`config.mk`:
```
export PLATFORM = sky130hd
export DESIGN_NAME = mul_div_unit
export DESIGN_NICKNAME = d
export VERILOG_FILES = /design/src/rtl/mul_div_unit.sv
export SDC_FILE = /design/constraint.sdc
export NUM_CORES = 1
export LEC_CHECK = 0
export CORE_ASPECT_RATIO = 0.6
export CORE_MARGIN = 8
export CORE_UTILIZATION = 40
export CTS_BUF_LIST = sky130_fd_sc_hd__clkbuf_8
export DETAILED_ROUTE_END_ITERATION = 10
export PLACE_DENSITY = 0.68
export RECOVER_POWER = 25
export SETUP_SLACK_MARGIN = 0.02
export SYNTH_ARGS = -nofsm -noshare
export SYNTH_HDL_FRONTEND = slang
export SYNTH_SLANG_ARGS = --single-unit
```
`constraint.sdc`:
```
create_clock -name clk -period 9.3 [get_ports clk]
set_input_delay 1.86 -clock clk [delete_from_list [all_inputs] [get_ports clk]]
set_output_delay 1.86 -clock clk [all_outputs]
set_load 0.01 [all_outputs]
```
`src/rtl/mul_div_unit.sv`:
```
// Iterative 32-bit MIPS32 multiply/divide unit: MULTU/MULT/DIVU/DIV in a fixed 33 cycles.
// Shift-add multiply and restoring divide on operand magnitudes, sign fix-up in the final cycle.
module mul_div_unit (
    input  logic        clk,
    input  logic        rst_n,
    input  logic        start,
    input  logic [1:0]  op,
    input  logic [31:0] a,
    input  logic [31:0] b,
    output logic        busy,
    output logic        done,
    output logic [31:0] hi,
    output logic [31:0] lo,
    output logic        div_by_zero
);
    localparam int unsigned W  = 32;
    localparam int unsigned CW = 5;

    typedef enum logic [1:0] {
        IDLE = 2'd0,
        RUN  = 2'd1,
        FIN  = 2'd2
    } state_e;

    state_e          state_q;
    logic [CW-1:0]   count_q;
    logic            is_div_q;
    logic            neg_res_q;
    logic            neg_rem_q;
    logic [W-1:0]    a_raw_q;
    logic [W-1:0]    addend_q;
    logic [2*W-1:0]  acc_q;
    logic [W-1:0]    rem_q;

    logic [W-1:0]    a_mag;
    logic [W-1:0]    b_mag;
    logic [W:0]      mul_sum;
    logic [2*W-1:0]  mul_d;
    logic [W:0]      div_shift;
    logic            div_ge;
    logic [W-1:0]    div_rem_d;
    logic [W-1:0]    div_quo_d;
    logic [2*W-1:0]  prod_fix;
    logic [W-1:0]    quo_fix;
    logic [W-1:0]    rem_fix;

    // Operand magnitudes; 0x80000000 negates to itself, which is the right magnitude.
    always_comb begin
        a_mag = (op[0] && a[W-1]) ? W'(-a) : a;
        b_mag = (op[0] && b[W-1]) ? W'(-b) : b;
    end

    // One iteration of each datapath; acc_q[31:0] holds the multiplier or the shifting dividend/quotient.
    always_comb begin
        mul_sum   = {1'b0, acc_q[2*W-1:W]} + (acc_q[0] ? {1'b0, addend_q} : (W+1)'(0));
        mul_d     = {mul_sum, acc_q[W-1:1]};
        div_shift = {rem_q, acc_q[W-1]};
        div_ge    = (div_shift >= {1'b0, addend_q});
        div_rem_d = div_ge ? W'(div_shift - {1'b0, addend_q}) : div_shift[W-1:0];
        div_quo_d = {acc_q[W-2:0], div_ge};
    end

    always_comb begin
        prod_fix = neg_res_q ? (2*W)'(-acc_q) : acc_q;
        quo_fix  = neg_res_q ? W'(-acc_q[W-1:0]) : acc_q[W-1:0];
        rem_fix  = neg_rem_q ? W'(-rem_q) : rem_q;
    end

    always_ff @(posedge clk) begin
        if (!rst_n) begin
            state_q     <= IDLE;
            count_q     <= '0;
            is_div_q    <= 1'b0;
            neg_res_q   <= 1'b0;
            neg_rem_q   <= 1'b0;
            a_raw_q     <= '0;
            addend_q    <= '0;
            acc_q       <= '0;
            rem_q       <= '0;
            busy        <= 1'b0;
            done        <= 1'b0;
            hi          <= '0;
            lo          <= '0;
            div_by_zero <= 1'b0;
        end else begin
            done <= 1'b0;
            case (state_q)
                IDLE: begin
                    if (start) begin
                        is_div_q    <= op[1];
                        neg_res_q   <= op[0] & (a[W-1] ^ b[W-1]);
                        neg_rem_q   <= op[0] & a[W-1];
                        a_raw_q     <= a;
                        addend_q    <= op[1] ? b_mag : a_mag;
                        acc_q       <= {(W)'(0), op[1] ? a_mag : b_mag};
                        rem_q       <= '0;
                        count_q     <= '0;
                        div_by_zero <= 1'b0;
                        busy        <= 1'b1;
                        state_q     <= RUN;
                    end
                end
                RUN: begin
                    if (is_div_q) begin
                        acc_q <= {acc_q[2*W-1:W], div_quo_d};
                        rem_q <= div_rem_d;
                    end else begin
                        acc_q <= mul_d;
                    end
                    count_q <= count_q + CW'(1);
                    if (count_q == CW'(W-1)) begin
                        state_q <= FIN;
                    end
                end
                FIN: begin
                    if (!is_div_q) begin
                        hi <= prod_fix[2*W-1:W];
                        lo <= prod_fix[W-1:0];
                    end else if (addend_q == '0) begin
                        hi          <= a_raw_q;
                        lo          <= '1;
                        div_by_zero <= 1'b1;
                    end else begin
                        hi <= rem_fix;
                        lo <= quo_fix;
                    end
                    done    <= 1'b1;
                    busy    <= 1'b0;
                    count_q <= '0;
                    state_q <= IDLE;
                end
                default: begin
                    state_q <= IDLE;
                    busy    <= 1'b0;
                end
            endcase
        end
    end

endmodule

```
-- Word level (Yosys, flattened, before mapping)
Index checks and enable logic that the tools add are counted.
- bits in registers: 237
- latch bits: 0
- memory bits (writable): 0
- ROM bits: 0
- input port bits: 69
- output and inout bits: 67
- word-level logic and storage cells: 83
- memories kept: 0
- add/subtract/negate cells: 8
- multipliers: 0
- div/mod/pow operators: 0
- order comparisons: 1
- eq/ne operators: 9
- shifts and indexed selects: 0
- multiplexer cells: 31
- bitwise gates (word level): 4
- reductions and logical operators: 15
- operators with widths (kind ; count):
    2-to-1 mux 32 bit ; 14
    2-to-1 mux 64 bit ; 3
    negator 32 bit ; 4
    one-hot mux 64 bit (2 select lines) ; 1
    negator 64 bit ; 1
    one-hot mux 32 bit (2 select lines) ; 1
    adder 32 x 32 -> 33 bit ; 1
    greater-or-equal comparator 33 x 32 -> 1 bit ; 1
    logical NOT 32 bit ; 1
    subtractor 32 bit ; 1
    one-hot mux 5 bit (3 select lines) ; 1
    != test 2 bit, second input constant ; 6
    AND reduction 2 bit ; 5
    AND reduction 3 bit ; 2
    adder 5 x 1 -> 5 bit, second input constant ; 1
    == test 5 bit, second input constant ; 1
    2-to-1 mux 1 bit ; 5
    2-to-1 mux 5 bit ; 1
    2-to-1 mux 2 bit ; 2
    one-hot mux 1 bit (2 select lines) ; 2
    one-hot mux 2 bit (2 select lines) ; 1
    AND reduction 4 bit ; 1
    nonzero test 2 bit ; 2
    nonzero test 3 bit ; 1
    other kinds (7) ; 9

-- Logic depth before layout (Yosys ltp)
- depth after elaboration: 5
- mapped depth: 14
- mapped depth without buffers: 13

-- Least setup slack after synthesis
Ideal clock, no wire load.
- path kind: input port to flip-flop
- start point: in b[9]
- end point: reg acc_q[19]
- arrival: 4.149 ns
- slack: 5.085 ns
- stages: 10
- buffers on the path: 1
- path through: or4_1 or4_1 clkbuf_1 or3_1 o21a_1 xor2_1 nor2_1 a211oi_1 o22ai_1 nor2_1
- longest elaborated chain between the ends: 5
- ends and longest elaborated chain (what ; RTL line ; text):
    start, declared ; 9 ; input logic [31:0] b,
    negator 32 bit ; 50 ; b_mag = (op[0] && b[W-1]) ? W'(-b) : b;
    2-to-1 mux 32 bit ; 50 ;
    2-to-1 mux 32 bit ; 95 ; acc_q <= {(W)'(0), op[1] ? a_mag : b_mag};
    2-to-1 mux 64 bit ; 89 ; if (start) begin
    one-hot mux 64 bit (2 select lines) ; 87 ; case (state_q)
    end signal, assigned ; 95 ;
    end signal, assigned ; 105 ; acc_q <= {acc_q[2*W-1:W], div_quo_d};
    end signal, assigned ; 108 ; acc_q <= mul_d;
    end, declared ; 32 ; logic [2*W-1:0] acc_q;
Every way passes these cells. The select of a mux whose other input is x is not followed.
A chain may end at the register's enable or synchronous reset.

==> results.tsv <==
metric	value	unit
cts_tree	built	
drc_errors	0	
netlist_area	16910	sq um
ys_warn_count	0	
slew_headroom	-93.66	%
hp-start	hi[29]$_SDFFE_PN0P_	
place.gp.congestion	0.9857	
rsz0062_at_grt	no	
yosys.area_share.simple	19.23	%
grt_pass1_wl	100400	um
grt_start_max_net_pins	75	
slew_violations	63	
ys_seq_area_share	28.06	%
synth_fa_ha_area_share	5.417	%
fmax	169.9	MHz
finalNetCount	2467	
synth_compound_area_share	27.61	%
hpwl	50950	um
grt_remaining_overflow	0	
io_buffers	135	
power	0.002754	W
grt_pass1_vias	15937	
grt_antenna_before_repair	2	
core_area	41800	sq um
start_util	40.45	%
yosys.area.top_type	dfxtp_1	
wire_per_inst	23.19	um
synth_top_family_by_area	compound AO/OA/AOI/OAI gates	
synthTopCellsByArea	dfxtp_1 28%, a21oi_1 7.2%, o21ai_0 6.1%	
ant_nets	0	
required	9.87	ns
synth_seq_cells	237	
synth_most_common_cell	nand2_1	
io_pins	136	
post-cts-setup-buffers	0	
clock-skew-final	0.03941	ns
clk_latency	0.64	ns
synth_edf_count	0	
reg2reg_from	addend_q[10]$_SDFFE_PN0P_	
layout_worst_path_cycle_share	63.28	%
cp_max_fo	63	
grtUsageMet1	39.47	%
cp-end-kind	flip-flop	
clk_pin_slew	0.07	ns
leakage	7.696	nW
setup_tns	0	ns
grt.busiest_layer	met1	
synth_area_per_cell	7.415	sq um
synth_xor_area_share	10.21	%
synth_top_area_share	28.06	%
min_path_type	reg2reg	
die_y	175.2	um
start_kind	input port	
cts_max_path_buffers	3	
ys_types	77	
finalCriticalPeriod	5.885	ns
root_buffer	clkbuf_8	
synthMuxAreaShare	4.403	%
cp.arrival	6.45	ns
route.vias.total	17814	
cts.repair.resized	0	
synthCells	2280	
use_met3	11.38	%
crit_start	rst_n	
ir_drop	93.98	uV
cts_max_level	2	
wl	67800	um
violations	capacitance limit, slew limit	
status	finished, violations left	
power_density	141.9	nW/um^2
synthArstFlopShare	0	%
crit_type	in2reg	
worst_pin_slew	2.905	ns
syn_to_final_growth	14.79	%
synthFlopType	dfxtp_1	
viasPerCell	6.094	
netlist_top_cells_count	267 x nand2_1, 243 x a21oi_1, 237 x dfxtp_1	
cts_num_sinks	237	
grt_use_met2	33.10	%
cts_inserted_buffers	40	
maxCapViolCount	1	
grt_usage	26.33	%
die_x	281.4	um
syn_nets	2421	
setup_viol_count_final	0	
hold_viol_final	0	
first_pass_iters	6	
drive_gt1_share	4.974	%
row_count	58	
drt_iter0_drc	2111	
fill_cells	4212	
dieArea	49320	sq um
cts_hold_buf	0	
layout make-up:
cell class / count / area [sq um] / share of cell area (%)
well taps: 570 / 713.2 / 3.675
repair buffers: 156 / 1491 / 7.685
multi-input cells: 1820 / 11340 / 58.42
clock buffers: 53 / 729.5 / 3.759
flip-flops and latches: 237 / 4750 / 24.47
inverters: 71 / 269.0 / 1.386
clock inverters: 15 / 113.9 / 0.5867
diodes: 1 / 2.502 / 0.01289
state kept, by name (all words and copies together) (netlist names), 2 cells and up:
| signal | count |
|---|---|
| count_q | 5 |
| acc_q | 64 |
| state_q | 2 |
| a_raw_q | 32 |
| rem_q | 32 |
| hi | 32 |
| lo | 32 |
| addend_q | 32 |
power breakdown:
group / internal [W] / switching, W
logic: 0.000208 / 0.000386
clock network: 0.000542 / 0.000500
registers: 0.00105 / 0.0000659
total: 0.00180 / 0.000952
metal layers:
layer / vias up / routed length [um]
li1: 8296 / -
met1: 8443 / 30810
met2: 974 / 24850
met3: 101 / 10610
met4: 0 / 1524
met5: - / 0
metrics by stage:
| step | area (sq um) | setup slack, ns | util (%) | std cells | hold WS, ns |
|---|---|---|---|---|---|
| 2_1_floorplan | 16910 | 5.085 | - | 2280 | 0.4332 |
| 3_3_place_gp | 18570 | 4.170 | 44.42 | 2854 | 0.4407 |
| 3_5_place_dp | 18570 | 4.092 | 44.42 | 2854 | 0.4454 |
| 4_1_cts | 19410 | 4.457 | 46.44 | 2922 | 0.4539 |
| 5_1_grt | 19400 | 3.097 | 46.42 | 2922 | 0.4796 |
| 6_report | 19410 | 3.415 | 46.43 | 2923 | 0.4505 |
cells by family after synthesis:
logic type / count (synthesis)
buffers and inverters: 223
xor gates and xnor gates: 197
AOI/OAI and AO/OA: 761
and+or+nand+nor: 716
adders and majority gates: 72
muxes: 74
DFF: 237
worst max-delay path: stages:
cell and delay, ns:
buf_2 0.07, clkbuf_1 2.03, inv_4 0.97, nor3_1 0.39, clkbuf_1 0.80, a211oi_1 0.17, nand2_1 0.10
placed cells by master (no fill, tap or decap), types with 70 or more instances in the layout:
cell type	n
mux2i_1	71
xor2_1	108
dfxtp_1	235
inv_1	75
a21oi_1	242
nor2_1	232
ha_1	70
xnor2_1	89
nand2_1	267
o21ai_0	205
clkdlybuf4s50_1	116
final timing paths:
check | endpoint | slack [ns] | depth (start not counted)
worst max-delay path | acc_q[62]$_SDFFE_PN0P_ | 3.42 | 7
worst min-delay path | hi[29]$_SDFFE_PN0P_ | 0.45 | 2
worst max register to register | rem_q[28]$_SDFFE_PN0P_ | 4.30 | 12
worst min register to register | hi[29]$_SDFFE_PN0P_ | 0.45 | 2
Note: power is estimated with default switching activity, not from simulation.
